<file path="config.mk">
export PLATFORM = sky130hd
export DESIGN_NAME = sccb_wr_arbiter
export DESIGN_NICKNAME = d
export VERILOG_FILES = /design/src/rtl/sccb_arb_pkg.sv /design/src/rtl/sccb_wr_arbiter_rr_pick.sv /design/src/rtl/sccb_wr_arbiter.sv
export SDC_FILE = /design/constraint.sdc
export NUM_CORES = 1
export LEC_CHECK = 0
export CORE_MARGIN = 2
export CORE_UTILIZATION = 48
export CTS_CLUSTER_SIZE = 16
export DETAILED_ROUTE_END_ITERATION = 10
export PLACE_DENSITY = 0.87
export SETUP_SLACK_MARGIN = 0.1
export SLEW_MARGIN = 30
export SYNTH_ARGS = -nofsm -noshare
export SYNTH_HDL_FRONTEND = slang
export SYNTH_SLANG_ARGS = --single-unit
</file>
<file path="constraint.sdc">
create_clock -name clk_i -period 5.5 [get_ports clk_i]
set_clock_uncertainty 0.05 [all_clocks]
set_input_delay 1.1 -clock clk_i [delete_from_list [all_inputs] [get_ports clk_i]]
set_output_delay 1.1 -clock clk_i [all_outputs]
set_load 0.005 [all_outputs]
</file>
<file path="src/rtl/sccb_arb_pkg.sv">
// ============================================================================
// Module   : sccb_arb_pkg
// Brief    : Shared types and widths for the SCCB write-channel arbiter.
// Revision : 1.0 - initial release
// ============================================================================
`default_nettype none

package sccb_arb_pkg;

    localparam int unsigned SCCB_ADDR_W       = 16;
    localparam int unsigned SCCB_DATA_W       = 8;
    localparam int unsigned DEF_TIMEOUT_TICKS = 742_500;

    typedef enum logic [1:0] {
        IDLE_S   = 2'd0,
        WRITE_S  = 2'd1,
        LOCKED_S = 2'd2
    } arb_state_t;

endpackage

`default_nettype wire

</file>
<file path="src/rtl/sccb_wr_arbiter_rr_pick.sv">
// ============================================================================
// Module   : rr_pick
// Brief    : Combinational round-robin selector: first valid index at or after
//            ptr_i, wrapping modulo NUM_REQ, as one-hot grant and index.
// Revision : 1.0 - initial release
// ============================================================================
`default_nettype none

module rr_pick #(
    parameter int unsigned NUM_REQ = 3,
    parameter int unsigned PTR_W   = $clog2(NUM_REQ)
) (
    input  logic [NUM_REQ-1:0] valid_i,
    input  logic [PTR_W-1:0]   ptr_i,
    output logic [NUM_REQ-1:0] gnt_o,
    output logic [PTR_W-1:0]   idx_o,
    output logic               any_o
);

    int unsigned      cand;
    logic [PTR_W-1:0] sel;

    always_comb begin
        gnt_o = '0;
        idx_o = '0;
        any_o = 1'b0;
        cand  = 0;
        sel   = '0;
        // Explicit wrap keeps this correct for non-power-of-two NUM_REQ.
        for (int unsigned off = 0; off < NUM_REQ; off++) begin
            cand = int'(unsigned'(ptr_i)) + off;
            if (cand >= NUM_REQ) begin
                cand = cand - NUM_REQ;
            end
            sel = PTR_W'(cand);
            if (!any_o && valid_i[sel]) begin
                any_o      = 1'b1;
                gnt_o[sel] = 1'b1;
                idx_o      = sel;
            end
        end
    end

endmodule

`default_nettype wire

</file>
<file path="src/rtl/sccb_wr_arbiter.sv">
// ============================================================================
// Module   : sccb_wr_arbiter
// Brief    : Round-robin arbiter with per-write lock sharing one SCCB write
//            channel. Optional write/lock-gap watchdog: ARB_TIMEOUT_EN.
// Revision : 1.0 - initial release
// ============================================================================
`default_nettype none

module sccb_wr_arbiter
    import sccb_arb_pkg::*;
#(
    parameter int unsigned NUM_REQ       = 3,
    parameter int unsigned TIMEOUT_TICKS = DEF_TIMEOUT_TICKS
) (
    input  logic                           clk_i,
    input  logic                           rst_i,
    input  logic [NUM_REQ-1:0]             req_valid_i,
    input  logic [NUM_REQ*SCCB_ADDR_W-1:0] req_addr_i,
    input  logic [NUM_REQ*SCCB_DATA_W-1:0] req_data_i,
    input  logic [NUM_REQ-1:0]             req_lock_i,
    output logic [NUM_REQ-1:0]             req_ack_o,
    output logic [NUM_REQ-1:0]             grant_o,
    output logic                           sccb_wr_stb_o,
    output logic [SCCB_ADDR_W-1:0]         sccb_addr_o,
    output logic [SCCB_DATA_W-1:0]         sccb_data_o,
    input  logic                           sccb_done_i,
    output logic                           busy_o,
    output logic                           timeout_o
);

    localparam int unsigned PTR_W = $clog2(NUM_REQ);

    arb_state_t             state_q, state_d;
    logic [NUM_REQ-1:0]     grant_q, grant_d;
    logic [PTR_W-1:0]       owner_q, owner_d;
    logic [PTR_W-1:0]       rr_ptr_q, rr_ptr_d;
    logic [SCCB_ADDR_W-1:0] addr_q, addr_d;
    logic [SCCB_DATA_W-1:0] data_q, data_d;
    logic                   lock_q, lock_d;

    logic [NUM_REQ-1:0]     pick_gnt;
    logic [PTR_W-1:0]       pick_idx;
    logic                   pick_any;
    logic [PTR_W-1:0]       owner_next;
    logic                   abort;

    logic [SCCB_ADDR_W-1:0] addr_arr [NUM_REQ];
    logic [SCCB_DATA_W-1:0] data_arr [NUM_REQ];

    for (genvar k = 0; k < NUM_REQ; k++) begin : g_unpack
        assign addr_arr[k] = req_addr_i[SCCB_ADDR_W*k +: SCCB_ADDR_W];
        assign data_arr[k] = req_data_i[SCCB_DATA_W*k +: SCCB_DATA_W];
    end

    rr_pick #(
        .NUM_REQ (NUM_REQ),
        .PTR_W   (PTR_W)
    ) u_rr_pick (
        .valid_i (req_valid_i),
        .ptr_i   (rr_ptr_q),
        .gnt_o   (pick_gnt),
        .idx_o   (pick_idx),
        .any_o   (pick_any)
    );

    assign owner_next = (owner_q == PTR_W'(NUM_REQ - 1)) ? '0 : owner_q + PTR_W'(1);

`ifdef ARB_TIMEOUT_EN
    localparam int unsigned CNT_W = $clog2(TIMEOUT_TICKS + 1);

    logic [CNT_W-1:0] tick_q;
    logic             timeout_q;
    logic             tick_hit;

    assign tick_hit = (state_q != IDLE_S) && (tick_q == CNT_W'(TIMEOUT_TICKS - 1));
    // A completion or the owner's next request in the same cycle wins over the abort.
    assign abort    = tick_hit &&
                      !((state_q == WRITE_S)  && sccb_done_i) &&
                      !((state_q == LOCKED_S) && req_valid_i[owner_q]);

    always_ff @(posedge clk_i or posedge rst_i) begin
        if (rst_i) begin
            tick_q    <= '0;
            timeout_q <= 1'b0;
        end else begin
            if (state_d != state_q) begin
                tick_q <= '0;
            end else if (state_q != IDLE_S) begin
                tick_q <= tick_q + CNT_W'(1);
            end
            timeout_q <= timeout_q | abort;
        end
    end

    assign timeout_o = timeout_q;
`else
    logic unused_ticks;

    assign unused_ticks = ^TIMEOUT_TICKS;
    assign abort        = 1'b0;
    assign timeout_o    = 1'b0;
`endif

    always_comb begin
        state_d   = state_q;
        grant_d   = grant_q;
        owner_d   = owner_q;
        rr_ptr_d  = rr_ptr_q;
        addr_d    = addr_q;
        data_d    = data_q;
        lock_d    = lock_q;
        req_ack_o = '0;
        unique case (state_q)
            IDLE_S: begin
                if (pick_any) begin
                    grant_d = pick_gnt;
                    owner_d = pick_idx;
                    addr_d  = addr_arr[pick_idx];
                    data_d  = data_arr[pick_idx];
                    lock_d  = req_lock_i[pick_idx];
                    state_d = WRITE_S;
                end
            end
            WRITE_S: begin
                if (sccb_done_i) begin
                    req_ack_o = grant_q;
                    if (lock_q) begin
                        state_d = LOCKED_S;
                    end else begin
                        state_d  = IDLE_S;
                        grant_d  = '0;
                        rr_ptr_d = owner_next;
                    end
                end else if (abort) begin
                    req_ack_o = grant_q;
                    state_d   = IDLE_S;
                    grant_d   = '0;
                    rr_ptr_d  = owner_next;
                end
            end
            LOCKED_S: begin
                if (req_valid_i[owner_q]) begin
                    addr_d  = addr_arr[owner_q];
                    data_d  = data_arr[owner_q];
                    lock_d  = req_lock_i[owner_q];
                    state_d = WRITE_S;
                end else if (abort) begin
                    req_ack_o = grant_q;
                    state_d   = IDLE_S;
                    grant_d   = '0;
                    rr_ptr_d  = owner_next;
                end
            end
            default: begin
                state_d = IDLE_S;
                grant_d = '0;
            end
        endcase
    end

    always_ff @(posedge clk_i or posedge rst_i) begin
        if (rst_i) begin
            state_q  <= IDLE_S;
            grant_q  <= '0;
            owner_q  <= '0;
            rr_ptr_q <= '0;
            addr_q   <= '0;
            data_q   <= '0;
            lock_q   <= 1'b0;
        end else begin
            state_q  <= state_d;
            grant_q  <= grant_d;
            owner_q  <= owner_d;
            rr_ptr_q <= rr_ptr_d;
            addr_q   <= addr_d;
            data_q   <= data_d;
            lock_q   <= lock_d;
        end
    end

    assign grant_o       = grant_q;
    assign sccb_wr_stb_o = (state_q == WRITE_S);
    assign sccb_addr_o   = addr_q;
    assign sccb_data_o   = data_q;
    assign busy_o        = (state_q != IDLE_S);

endmodule

`default_nettype wire

</file>
# == After elaboration in Yosys (flattened, before gate mapping) ==
# Cells that the tools add are included.
# classes
add_sub_neg,6
magnitude_cmp,13
n_eq_ne,7
muxes,63
bitwise_logic,6
n_reduce_logical,15
# ops
operator,n
$mux W16,6
$bmux W16 S2,2
$mux W8,6
$bmux W8 S2,2
$pmux W16 S2,1
$mux W3,8
$mux W2,11
$pmux W8 S2,1
$lt A2 B3 Y1 const B,5
$mux W1,14
$bmux W1 S2,6
$pmux W3 S3,1
$reduce_and A3 Y1,3
$demux W1 S2,3
$ge A2 B1 Y1 const B,3
$ge A3 B2 Y1 const B,2
$ge A3 B3 Y1 const B,2
$ne A2 B2 Y1 const B,3
$not A2 Y3,2
$or A3 B3 Y3,2
$pmux W2 S3,1
$sub A2 B2 Y2 const B,3
$logic_and A1 B1 Y1,5
$eq A2 B2 Y1 const B,2
other kinds (13),16
# word_totals
ff_bits,34
in_bits,81
output_inout_bits,33
word_cells,117

# == Longest topological paths before layout ==
# Gate-level depths: netlist of the first run.
# depth
depth_word,17
ltp_mapped,10
depth_no_buf,8

# == Hierarchy ==
# A second synthesis of the first run with hierarchy kept.
# unflattened
hier_cells,323
hier_area_um2,2974.1
# modules_own_cells
module,instances,cells_per_inst,area_per_inst_um2
sccb_wr_arbiter,1,282,2692.6
rr_pick,1,41,281.5

# == Worst setup path before layout of the first run ==
# Ideal clock, no wire load.
# synth_path
path_type,input port to flip-flop
from,input req_valid_i[2]
to,"register data_q[6], in the netlist sccb_data_o[6]"
setup_ns,0.094
arrival_time_ns,2.434
required_ns,5.356
setup_slack_ns,2.922
stages,7
n_path_buf,2
path_cell_list,and3b_1 -> buf_2 -> a311oi_2 -> a21oi_4 -> buf_12 -> mux2i_1 -> a221oi_2
# synth_between
elab_chain_cells,15
word_cells_on_any_way,27
# synth_rtl
item,line,rtl
start: declaration,sccb_wr_arbiter.sv:17,"input logic [NUM_REQ-1:0] req_valid_i,"
$bmux W1 S2,sccb_wr_arbiter_rr_pick.sv:36,if (!any_o && valid_i[sel]) begin
$mux W1 (not written as such),sccb_wr_arbiter_rr_pick.sv:36,
$mux W1,sccb_wr_arbiter_rr_pick.sv:36,
$logic_not A1 Y1,sccb_wr_arbiter_rr_pick.sv:36,
$logic_and A1 B1 Y1,sccb_wr_arbiter_rr_pick.sv:36,
$mux W1,sccb_wr_arbiter_rr_pick.sv:36,
$logic_not A1 Y1,sccb_wr_arbiter_rr_pick.sv:36,
$logic_and A1 B1 Y1,sccb_wr_arbiter_rr_pick.sv:36,
$mux W2,sccb_wr_arbiter_rr_pick.sv:36,
$not A2 Y3 (not written as such),sccb_wr_arbiter.sv:119,data_d = data_arr[pick_idx];
$bmux W8 S2,sccb_wr_arbiter.sv:119,
$mux W8 (not written as such) (2 in series),sccb_wr_arbiter.sv:119,
$mux W8,sccb_wr_arbiter.sv:115,if (pick_any) begin
$pmux W8 S2,sccb_wr_arbiter.sv:113,unique case (state_q)
end signal: assignment,sccb_wr_arbiter.sv:176,data_q <= data_d;
end: declaration,sccb_wr_arbiter.sv:38,"logic [SCCB_DATA_W-1:0] data_q, data_d;"
# Parallel ways exist; a longest one is shown, timed or not. The select of a mux whose other input is x is not followed.
# A chain may end at the register's enable or synchronous reset.

# == Final worst setup path of the first run ==
# layout_path
from,input req_valid_i[0]
to,"register addr_q[2], in the netlist sccb_addr_o[2]"
# layout_between
elab_chain_cells,15
word_cells_on_any_way,27
# layout_rtl
item,line,rtl
$bmux W1 S2,sccb_wr_arbiter_rr_pick.sv:36,
$mux W1 (not written as such),sccb_wr_arbiter_rr_pick.sv:36,
$mux W1,sccb_wr_arbiter_rr_pick.sv:36,
$logic_not A1 Y1,sccb_wr_arbiter_rr_pick.sv:36,
$logic_and A1 B1 Y1,sccb_wr_arbiter_rr_pick.sv:36,
$mux W1,sccb_wr_arbiter_rr_pick.sv:36,
$logic_not A1 Y1,sccb_wr_arbiter_rr_pick.sv:36,
$logic_and A1 B1 Y1,sccb_wr_arbiter_rr_pick.sv:36,
$mux W2,sccb_wr_arbiter_rr_pick.sv:36,
$not A2 Y3 (not written as such),sccb_wr_arbiter.sv:118,addr_d = addr_arr[pick_idx];
$bmux W16 S2,sccb_wr_arbiter.sv:118,
$mux W16 (not written as such) (2 in series),sccb_wr_arbiter.sv:118,
$mux W16,sccb_wr_arbiter.sv:115,
$pmux W16 S2,sccb_wr_arbiter.sv:113,
end signal: assignment,sccb_wr_arbiter.sv:175,addr_q <= addr_d;
end: declaration,sccb_wr_arbiter.sv:37,"logic [SCCB_ADDR_W-1:0] addr_q, addr_d;"
# Parallel ways exist; a longest one is shown, timed or not. The select of a mux whose other input is x is not followed.

==> results of run 1 <==
-- cell usage in the layout, fill, tap and decap left out, drive strengths merged, types with 5 or more instances in the layout --
master,count
clkbuf,6
nand3,6
a221oi,25
nor2,30
o21ai,35
buf,5
inv,9
nand2,33
o22ai,25
dfrtp,34
a21oi,6
clkdlybuf4s50,112
mux2i,56
-- cell usage after synthesis, types with 2 or more instances --
library cell	number	area (um^2)
a21o_1	2	15.01
a21oi_1	3	15.01
a21oi_2	2	17.52
a221oi_1	5	43.79
a221oi_2	20	300.3
and3_1	3	18.77
buf_12	2	40.04
buf_2	12	60.06
buf_4	4	30.03
clkbuf_1	10	37.54
dfrtp_1	34	850.8
ha_1	4	50.05
inv_1	9	33.78
mux2i_1	56	560.5
nand2_1	33	123.9
nand2b_1	4	25.02
nand3_1	5	25.02
nor2_1	30	112.6
nor2b_1	4	25.02
o21ai_0	35	175.2
o22ai_1	25	156.4
o31ai_1	2	15.01
or2_2	2	12.51
-- area by class of cell --
class / count / area (um^2) / area share
timing repair buffer: 117 / 1199 / 0.2900
inverter: 9 / 33.78 / 0.008174
tap: 75 / 93.84 / 0.02271
clock buffer: 6 / 82.58 / 0.01998
sequential: 34 / 852.1 / 0.2062
clock inverter: 2 / 12.51 / 0.003028
multi-input combinational: 250 / 1859 / 0.4499
-- registers in the layout, indices dropped and copies added, names as in the netlist --
signal,count
grant_o,3
lock_q,1
owner_q,2
rr_ptr_q,2
sccb_addr_o,16
sccb_data_o,8
state_q,2
-- worst register-to-register path, delay by kind of cell (launching register included) --
family | cells | cell delay (ns)
AOI/OAI and AO/OA | 4 | 1.06
buffers and inverters | 2 | 0.71
DFF | 1 | 0.97
and+or+nand+nor | 2 | 0.35
-- cells by family after synthesis --
group	after synthesis	synth area share
compound gates	104	0.2905
simple gates	85	0.1297
mux	56	0.1937
buf+inv	38	0.07350
flops	34	0.2940
fa+ha+maj	4	0.01729
other cells	1	0.001296
-- where the power goes --
part / switching, mW / internal [mW]
clock network: 0.0940 / 0.101
logic: 0.903 / 0.841
registers: 0.135 / 0.382
total: 1.13 / 1.32
-- worst min-delay path by stage --
stage | start | to | slack, ns | depth (start not counted)
6_report | grant_o[2]$_DFFE_PP0P_ | grant_o[2]$_DFFE_PP0P_ | 0.49 | 2
5_1_grt | grant_o[1]$_DFFE_PP0P_ | grant_o[1]$_DFFE_PP0P_ | 0.54 | 2
4_1_cts | grant_o[1]$_DFFE_PP0P_ | grant_o[1]$_DFFE_PP0P_ | 0.50 | 2
3_5_place_dp | grant_o[1]$_DFFE_PP0P_ | grant_o[1]$_DFFE_PP0P_ | 0.48 | 2
3_3_place_gp | grant_o[0]$_DFFE_PP0P_ | grant_o[0]$_DFFE_PP0P_ | 0.49 | 2
2_1_floorplan | grant_o[0]$_DFFE_PP0P_ | grant_o[0]$_DFFE_PP0P_ | 0.46 | 2
-- metal layers --
metal	up-vias	share of wire	wire [um]
met3	10	0.077	670
li1	1398	-	-
met4	0	0.010	91
met1	1420	0.42	3650
met5	-	0	0
met2	136	0.49	4322
==> metrics, run 1 <==
status=completed; critical path arrival=~3.7 ns; Power Density=about 600 mW/mm^2; Worst R2R Start=owner_q[0]$_DFFE_PP0P_; Total Power Consumption=2.455 mW; Slew headroom=0.3469; critical path fanouts, max=25; Worst setup SP type=primary input; register area share after synthesis=0.2940; CP Launch Point=req_valid_i[0]; DRC=0; crit path cell chain=clkdlybuf4s50_1 > mux2i_1 > o21ai_0 > nor4_1 > or2_2 > a21oi_4 > a221oi_1; VDD IR max=318.3 uV; initial antenna violation count=0; met2 usage=0.4672; first-pass GRT wire length=13660 um; dpl cells=484; dpl ws=between 1.5 and 2 ns; slowest stage cell, crit path=a21oi_4; Avg Vias per Cell=6.012; n_diodes=0; Crit Reg-Reg Endpoint=sccb_addr_o[2]$_DFFE_PP0P_; clock-pin slew on the worst setup and hold paths=0.07 ns; static leakage=1.581 nW; NumNets Final=502; Post-CTS Hold Fix Bufs=0; Hold Path Class=reg -> reg; type of destination of the critical path=flop; CP required=5.55 ns; syn_nets=between 400 and 500; row cnt=28; FMAX=0.2736 GHz; cells after synthesis=322; Max Root-Sink Buffers=2; Seq cells post-synth=34; Synth Warn #=0; vias in the first global route=2877; post-route insts no fill=493; Avg Synthesized Cell Area=8.988 um^2; grt peak-use layer=met2; cells on worst reg2reg path=8; slew at the pin with the worst max-slew slack=0.9774 ns; CP max stage delay=between 0.7 and 0.8 ns; ANT nets after route=0; met3 GRT Util=0.05275; CTS tree=done; DIE HEIGHT=81.65 um; max_cap viols=0; Final Util=0.7022; # port buffers=between 100 and 150; CP Buf/Inv Count=1; final critical-path required period=approximately 3.7 ns; Post-synth EDFFs=0; crit share post-route=0.6646; final total negative setup slack=0 ns; Synth-to-Final Area Change=42.80%; final hold vios=0; Tot GR Track Use=0.2643; FILL cells=446; final instance area=0.004133 mm^2; first drt pass iteration count=4; fin. max-slew vios=0; H-Tree Level Count=2; Initial Utilization=0.4917; later-pin clock latency in the skew report=between 0.2 and 0.3 ns; met1 Resource Use GR=0.3310; via count=roughly 3000; core area=between 0.005 and 0.006 mm^2; # IOs=114; critical path class=in -> reg; Routed Wire Length=8736 um; cts bufs inserted=5; dpl hpwl=6058 um; Yosys cell types=39; asr flop ratio synth=1.000; Fin Hold WS=0.4946 ns; final worst setup slack=about 1.8 ns; Die W=81.65 um; post-CTS setup buffers=0; GPL Wtd Cong=0.9375; gr ovfl total=0; share of layout cells above drive strength 1=0.1100; largest net degree at the start of global routing=35; Die ar.=0.006667 mm^2; root buffer cell=clkbuf_8; Post-synth top flop=dfrtp_1; CTS Sinks=34; Worst Setup EP=sccb_addr_o[2]$_DFFE_PP0P_; critical path depth in cells=7; worst reg-to-reg setup slack=about 2.2 ns; critical path's top delay family=compound AO/OA/AOI/OAI gates; RSZ-0062 raised after global routing=false; final setup vio count=0; # resized after CTS=0; routed len/inst=between 15 and 20 um; Area after DPL=0.004010 mm^2; Starting DRT DRC Count=164; Post-Syn Area=0.002894 mm^2
Power figures use the tool's default switching activity.
==> run 2: changes to the inputs <==
--- a/config.mk
+++ b/config.mk
@@ -6,10 +6,10 @@
 export NUM_CORES = 1
 export LEC_CHECK = 0
 export CORE_MARGIN = 2
-export CORE_UTILIZATION = 48
+export CORE_UTILIZATION = 45
 export CTS_CLUSTER_SIZE = 16
 export DETAILED_ROUTE_END_ITERATION = 10
-export PLACE_DENSITY = 0.87
+export PLACE_DENSITY = 0.82
 export SETUP_SLACK_MARGIN = 0.1
 export SLEW_MARGIN = 30
 export SYNTH_ARGS = -nofsm -noshare
==> constraint.sdc (replaced) <==
create_clock -name clk_i -period 3.4 [get_ports clk_i]
set_clock_uncertainty 0.05 [all_clocks]
set_input_delay 0.68 -clock clk_i [delete_from_list [all_inputs] [get_ports clk_i]]
set_output_delay 0.68 -clock clk_i [all_outputs]
set_load 0.005 [all_outputs]
==> metrics, run 2 (synthesized netlist as in run 1, its figures left out) <==
final total negative setup slack=0 ns (unchanged); final critical-path required period=2.955 ns; Max Root-Sink Buffers=2 (unchanged); gr ovfl total=0 (unchanged); dpl ws=0.1451 ns (-1.392 ns); Largest register FFs=16 (unchanged); Synth-to-Final Area Change=43.97%; status=completed; # resized after CTS=0 (unchanged); critical path depth in cells=8 (+1); # IOs=114 (unchanged); DIE HEIGHT=84.20 um (+3.1%); clock-pin slew on the worst setup and hold paths=0.08 ns (about the same); DRC=0 (unchanged); H-Tree Level Count=2 (unchanged); critical path's top delay family=simple AND/OR/NAND/NOR gates; area occupied by multi-input gates=0.001852 mm^2 (-0.40%); VDD IR max=617.7 uV (+94%); critical path fanouts, max=15 (-40%); crit path cell chain=clkdlybuf4s50_1 > mux2i_1 > nor2_1 > nor4_1 > or2_2 > a21oi_4 > buf_4 > a221oi_1; sequential cell area=852.1 um^2 (unchanged); Hold Path Class=reg -> reg; final setup vio count=0 (unchanged); CP required=3.54 ns (-2.01 ns); largest net degree at the start of global routing=35 (unchanged); Tot GR Track Use=0.2366 (-0.02775); crit share post-route=0.8692; CP max stage delay=0.59 ns (-0.18 ns); slowest stage cell, crit path=nor4_1; routed len/inst=17.29 um (-2.4%); ANT nets after route=0 (unchanged); Power Density=962.3 mW/mm^2 (+62%); FILL cells=535 (+20%); most frequent cells in the layout=112 x clkdlybuf4s50_1, 56 x mux2i_1, 35 x o21ai_0; later-pin clock latency in the skew report=0.29 ns (about the same); cts bufs inserted=5 (unchanged); most common cell after layout, fill and taps aside=clkdlybuf4s50_1; worst reg-to-reg setup slack=0.47 ns (-1.76 ns); Avg Vias per Cell=5.848 (-2.7%); first-pass GRT wire length=13940 um (+2.1%); Starting DRT DRC Count=124 (-24%); slew at the pin with the worst max-slew slack=0.6924 ns (-0.2850 ns); via count=2930 (-1.1%); Crit Reg-Reg Endpoint=sccb_addr_o[2]$_DFFE_PP0P_; max_cap viols=0 (unchanged); cells on worst reg2reg path=9 (+1); root buffer cell=clkbuf_8; critical path arrival=3.09 ns (-0.62 ns); FMAX=between 0.3 and 0.4 GHz; CP Buf/Inv Count=2 (+1); vias in the first global route=2925 (+1.7%); dpl hpwl=6222 um (+2.7%); Die W=84.20 um (+3.1%); Worst setup SP type=primary input; Initial Utilization=0.4610 (-0.03068); GPL Wtd Cong=0.9219 (-1.7%); first drt pass iteration count=4 (unchanged); Routed Wire Length=8663 um (-0.84%); NumNets Final=508 (+1.2%); Post-CTS Hold Fix Bufs=0 (unchanged); Hold Crit Depth=2 (unchanged); Worst Hold End=grant_o[0]$_DFFE_PP0P_; Total Power Consumption=4.009 mW (+63%); post-CTS setup buffers=0 (unchanged); final hold vios=0 (unchanged); core area=0.006277 mm^2 (+6.7%); initial antenna violation count=0 (unchanged); Die ar.=0.007089 mm^2 (+6.3%); # port buffers=112 (unchanged); Worst R2R Start=rr_ptr_q[1]$_DFFE_PP0P_; CTS Sinks=34 (unchanged); share of layout cells above drive strength 1=0.1179 (+0.007877); type of destination of the critical path=flop; CTS tree=done; fin. max-slew vios=0 (unchanged); row cnt=29 (+3.6%); Slew headroom=0.5374 (+0.1905); hold wc startpoint=grant_o[0]$_DFFE_PP0P_; final worst setup slack=0.4448 ns (-1.400 ns); critical path class=in -> reg; RSZ-0062 raised after global routing=false; static leakage=1.612 nW (+1.9%); n_diodes=0 (unchanged)
[run 2: tightest hold or removal path, delay by kind of cell, from the launching register on]
family / cells / cell delay, ns
AO/OA/AOI/OAI: 1 / 0.08
AND/OR/NAND/NOR: 1 / 0.07
flip-flops: 1 / 0.37
[run 2: cell type report]
type                       count  share of cell area
timing repair buffer         123              0.2937
multi-input combinational    250              0.4444
clock inverter                 3            0.009610
tap                           77             0.02312
sequential                    34              0.2045
inverter                       9            0.008108
clock buffer                   5             0.01652
[run 2: metrics by stage]
step	instances	util	area, um^2	hold slack [ns]
6_report	501	0.6637	4167	0.5036
5_1_grt	501	0.6637	4167	0.5536
4_1_cts	501	0.6637	4167	0.5119
3_5_place_dp	493	0.6464	4058	0.4912
3_3_place_gp	492	0.6420	4030	0.4892
2_1_floorplan	322	-	2894	0.4554
[run 2: metal layers]
| metal | vias to the layer above | part of all wire | GRT usage |
|---|---|---|---|
| met3 | 8 | 0.074 | 0.04523 |
| met1 | 1388 | 0.42 | 0.3046 |
| li1 | 1414 | - | - |
| met4 | 0 | 0.0095 | 0.06745 |
| met2 | 120 | 0.49 | 0.4055 |
| met5 | - | 0 | 0 |
[run 2: power by group]
group,switching (mW),internal (mW)
clock,0.157,0.216
combinational,1.51,1.36
sequential,0.149,0.618
[run 2: how the worst max path moves through the flow]
stage	to	start	slack [ns]
2_1_floorplan	sccb_addr_o[10]$_DFFE_PP0P_	rr_ptr_q[0]$_DFFE_PP0P_	1.14
3_3_place_gp	sccb_addr_o[8]$_DFFE_PP0P_	req_valid_i[2]	0.12
3_5_place_dp	sccb_addr_o[0]$_DFFE_PP0P_	req_valid_i[1]	0.15
4_1_cts	sccb_addr_o[0]$_DFFE_PP0P_	req_valid_i[1]	0.45
5_1_grt	sccb_addr_o[0]$_DFFE_PP0P_	req_valid_i[1]	0.24
6_report	sccb_addr_o[2]$_DFFE_PP0P_	req_valid_i[1]	0.44
==> edit (flow settings as in run 2) <==
`addr_q` no longer has a reset.
--- a/src/rtl/sccb_wr_arbiter.sv
+++ b/src/rtl/sccb_wr_arbiter.sv
@@ -164,7 +164,6 @@
             grant_q  <= '0;
             owner_q  <= '0;
             rr_ptr_q <= '0;
-            addr_q   <= '0;
             data_q   <= '0;
             lock_q   <= 1'b0;
         end else begin
@@ -172,10 +171,13 @@
             grant_q  <= grant_d;
             owner_q  <= owner_d;
             rr_ptr_q <= rr_ptr_d;
-            addr_q   <= addr_d;
             data_q   <= data_d;
             lock_q   <= lock_d;
         end
+    end
+
+    always_ff @(posedge clk_i) begin
+        addr_q <= addr_d;
     end
 
     assign grant_o       = grant_q;
Formal check against the unedited RTL: not equivalent (Yosys sat finds a counterexample within 4 cycles, from zero or initial values and one cycle with rst_i high).
==> edit against run 2 <==
- non-clock buffer count down 4
- setup slack gained 0.042 ns
- highest routed layer unchanged
- sequential cell count did not move
- maximum frequency grew 1.4%
- power fell by 12%
- core utilization up 1.1 points
- sequential power rose by 11%
- largest power group unchanged
- final area is 4.1% lower
- global-route usage up 2.1 points
- routed wire length is 3.0% higher
- area after synthesis decreased by 4.8%
==> edit: results (changes against run 2) <==
status: "complete, no violations"
nets: 504  # -0.79%
grt_pass1_wl_mm: 13.5  # -3.2%
p_leak_nw: 1.61  # -0.11%
yosysMostFrequentCell: "o21ai_0"
cpPeakStageDelay_ns: 0.64  # +0.05 ns
drive_above_1_share_pct: 5.48  # -6.3 points
cts_setup_buffers: 0  # unchanged
clk_share_pct: 2.66  # +0.048 points
postRouteWirelength_mm: 8.93  # +3.0%
crit_arrival_ns: 3.05  # -0.04 ns
seq_area_frac_synth_pct: 33.8  # +4.4 points
first_global_vias: 2969  # +1.5%
hpwl_mm: 6.38  # +2.5%
grt_max_degree: 28  # -20%
synth_common_cells: "o21ai_0, a21oi_1, mux2i_1"
critical-path-slowest-cell: "a21o_1"
multi_input_area_share_pct: 41.5  # -3.0 points
n_fill_cell: 502  # -6.2%
signal_buffers: 119  # -3.3%
clkbuf_count: 6  # +1
vias_per_cell: 6.02  # +2.9%
grt_util_all_layers_pct: 25.7  # +2.1 points
gp_congestion: 0.882  # -4.3%
hp-start: "sccb_data_o[7]$_DFFE_PP0P_"
r2r-start: "rr_ptr_q[1]$_DFFE_PP0P_"
synth_nets: 405  # -0.49%
post-place-ws_ns: 0.301  # +0.156 ns
sh_seq_area_pct: 23.3  # +2.9 points
dr.pass1.iters: 6  # +2
largest_reg_flops: 16  # unchanged
multi_input_cells: 250  # unchanged
ir_worst_vdd_uv: 527  # -15%
cpLargestDelayFamily: "compound AO/OA/AOI/OAI gates"
io_buffers: 112  # unchanged
ys_async_sr_fraction_pct: 52.9  # -47 points
synth_cell_types: 41  # +5.1%
clk_path_buf_depth: 2  # unchanged
worstSetupPathType: "reg -> reg"
synthTopCellsByArea: "edfxtp_1, dfrtp_1, mux2i_1"
min_path_type: "reg -> reg"
relSlewSlack_pct: 50.8  # -2.9 points
buffer_area_share_pct: 29.4  # about the same
synth_edf_count: 16  # +16
drt_iter0_markers: 184  # +48%
fin_ws_ns: 0.486  # +0.0415 ns
fin_hold_ws_ns: 0.431  # -0.0724 ns
path_max_fanout: 25  # +10
[edit: changes by cell type after synthesis, sizes merged, moves of 9 or more]
cell    delta
a211oi     +9
a21boi     +9
a21oi     +39
a221oi    -23
buf       -10
dfrtp     -16
edfxtp    +16
mux2i     -11
nand2     -13
nor2      -21
o21ai     +25
o22ai     -24
o31ai      +9
[edit: layer usage]
| metal | routed length (um) | global-route usage [%] | up-vias |
|---|---|---|---|
| li1 | - | - | 1401 |
| met1 | 3650 | 30.8 | 1401 |
| met2 | 4350 | 44.3 | 157 |
| met3 | 730 | 5.22 | 19 |
| met4 | 199 | 11.7 | 0 |
| met5 | 0 | 0 | - |
[edit: worst paths after layout]
path	to	depth (start not counted)
min in group asynchronous	sccb_data_o[0]$_DFFE_PP0P_	2
max in group asynchronous	owner_q[1]$_DFFE_PP0P_	2
min reg2reg	sccb_data_o[7]$_DFFE_PP0P_	2
max reg2reg	sccb_data_o[5]$_DFFE_PP0P_	8
max	sccb_data_o[5]$_DFFE_PP0P_	8
min	sccb_data_o[7]$_DFFE_PP0P_	2
[edit: report_power, final]
group | switching [mW] | internal [mW]
Combinational | 1.26 | 1.03
Sequential | 0.118 | 0.732
Clock | 0.161 | 0.217
Total | 1.54 | 1.97
[edit: kinds of logic after synthesis]
kind of cell / count (synthesis) / share of synthesized area [%]
muxes: 45 / 16.3
DFF: 34 / 33.8
other: 1 / 0.136
adders and majority gates: 4 / 1.82
AOI/OAI and AO/OA: 151 / 33.1
buffers and inverters: 36 / 6.35
and+or+nand+nor: 49 / 8.49
[edit: metrics by stage]
step,util [%],area (sq um),std cells
3_3_place_gp,65.7,3890,487
3_5_place_dp,65.7,3890,487
4_1_cts,67.5,4000,495
5_1_grt,67.5,4000,495
2_1_floorplan,-,2760,320
6_report,67.5,4000,495
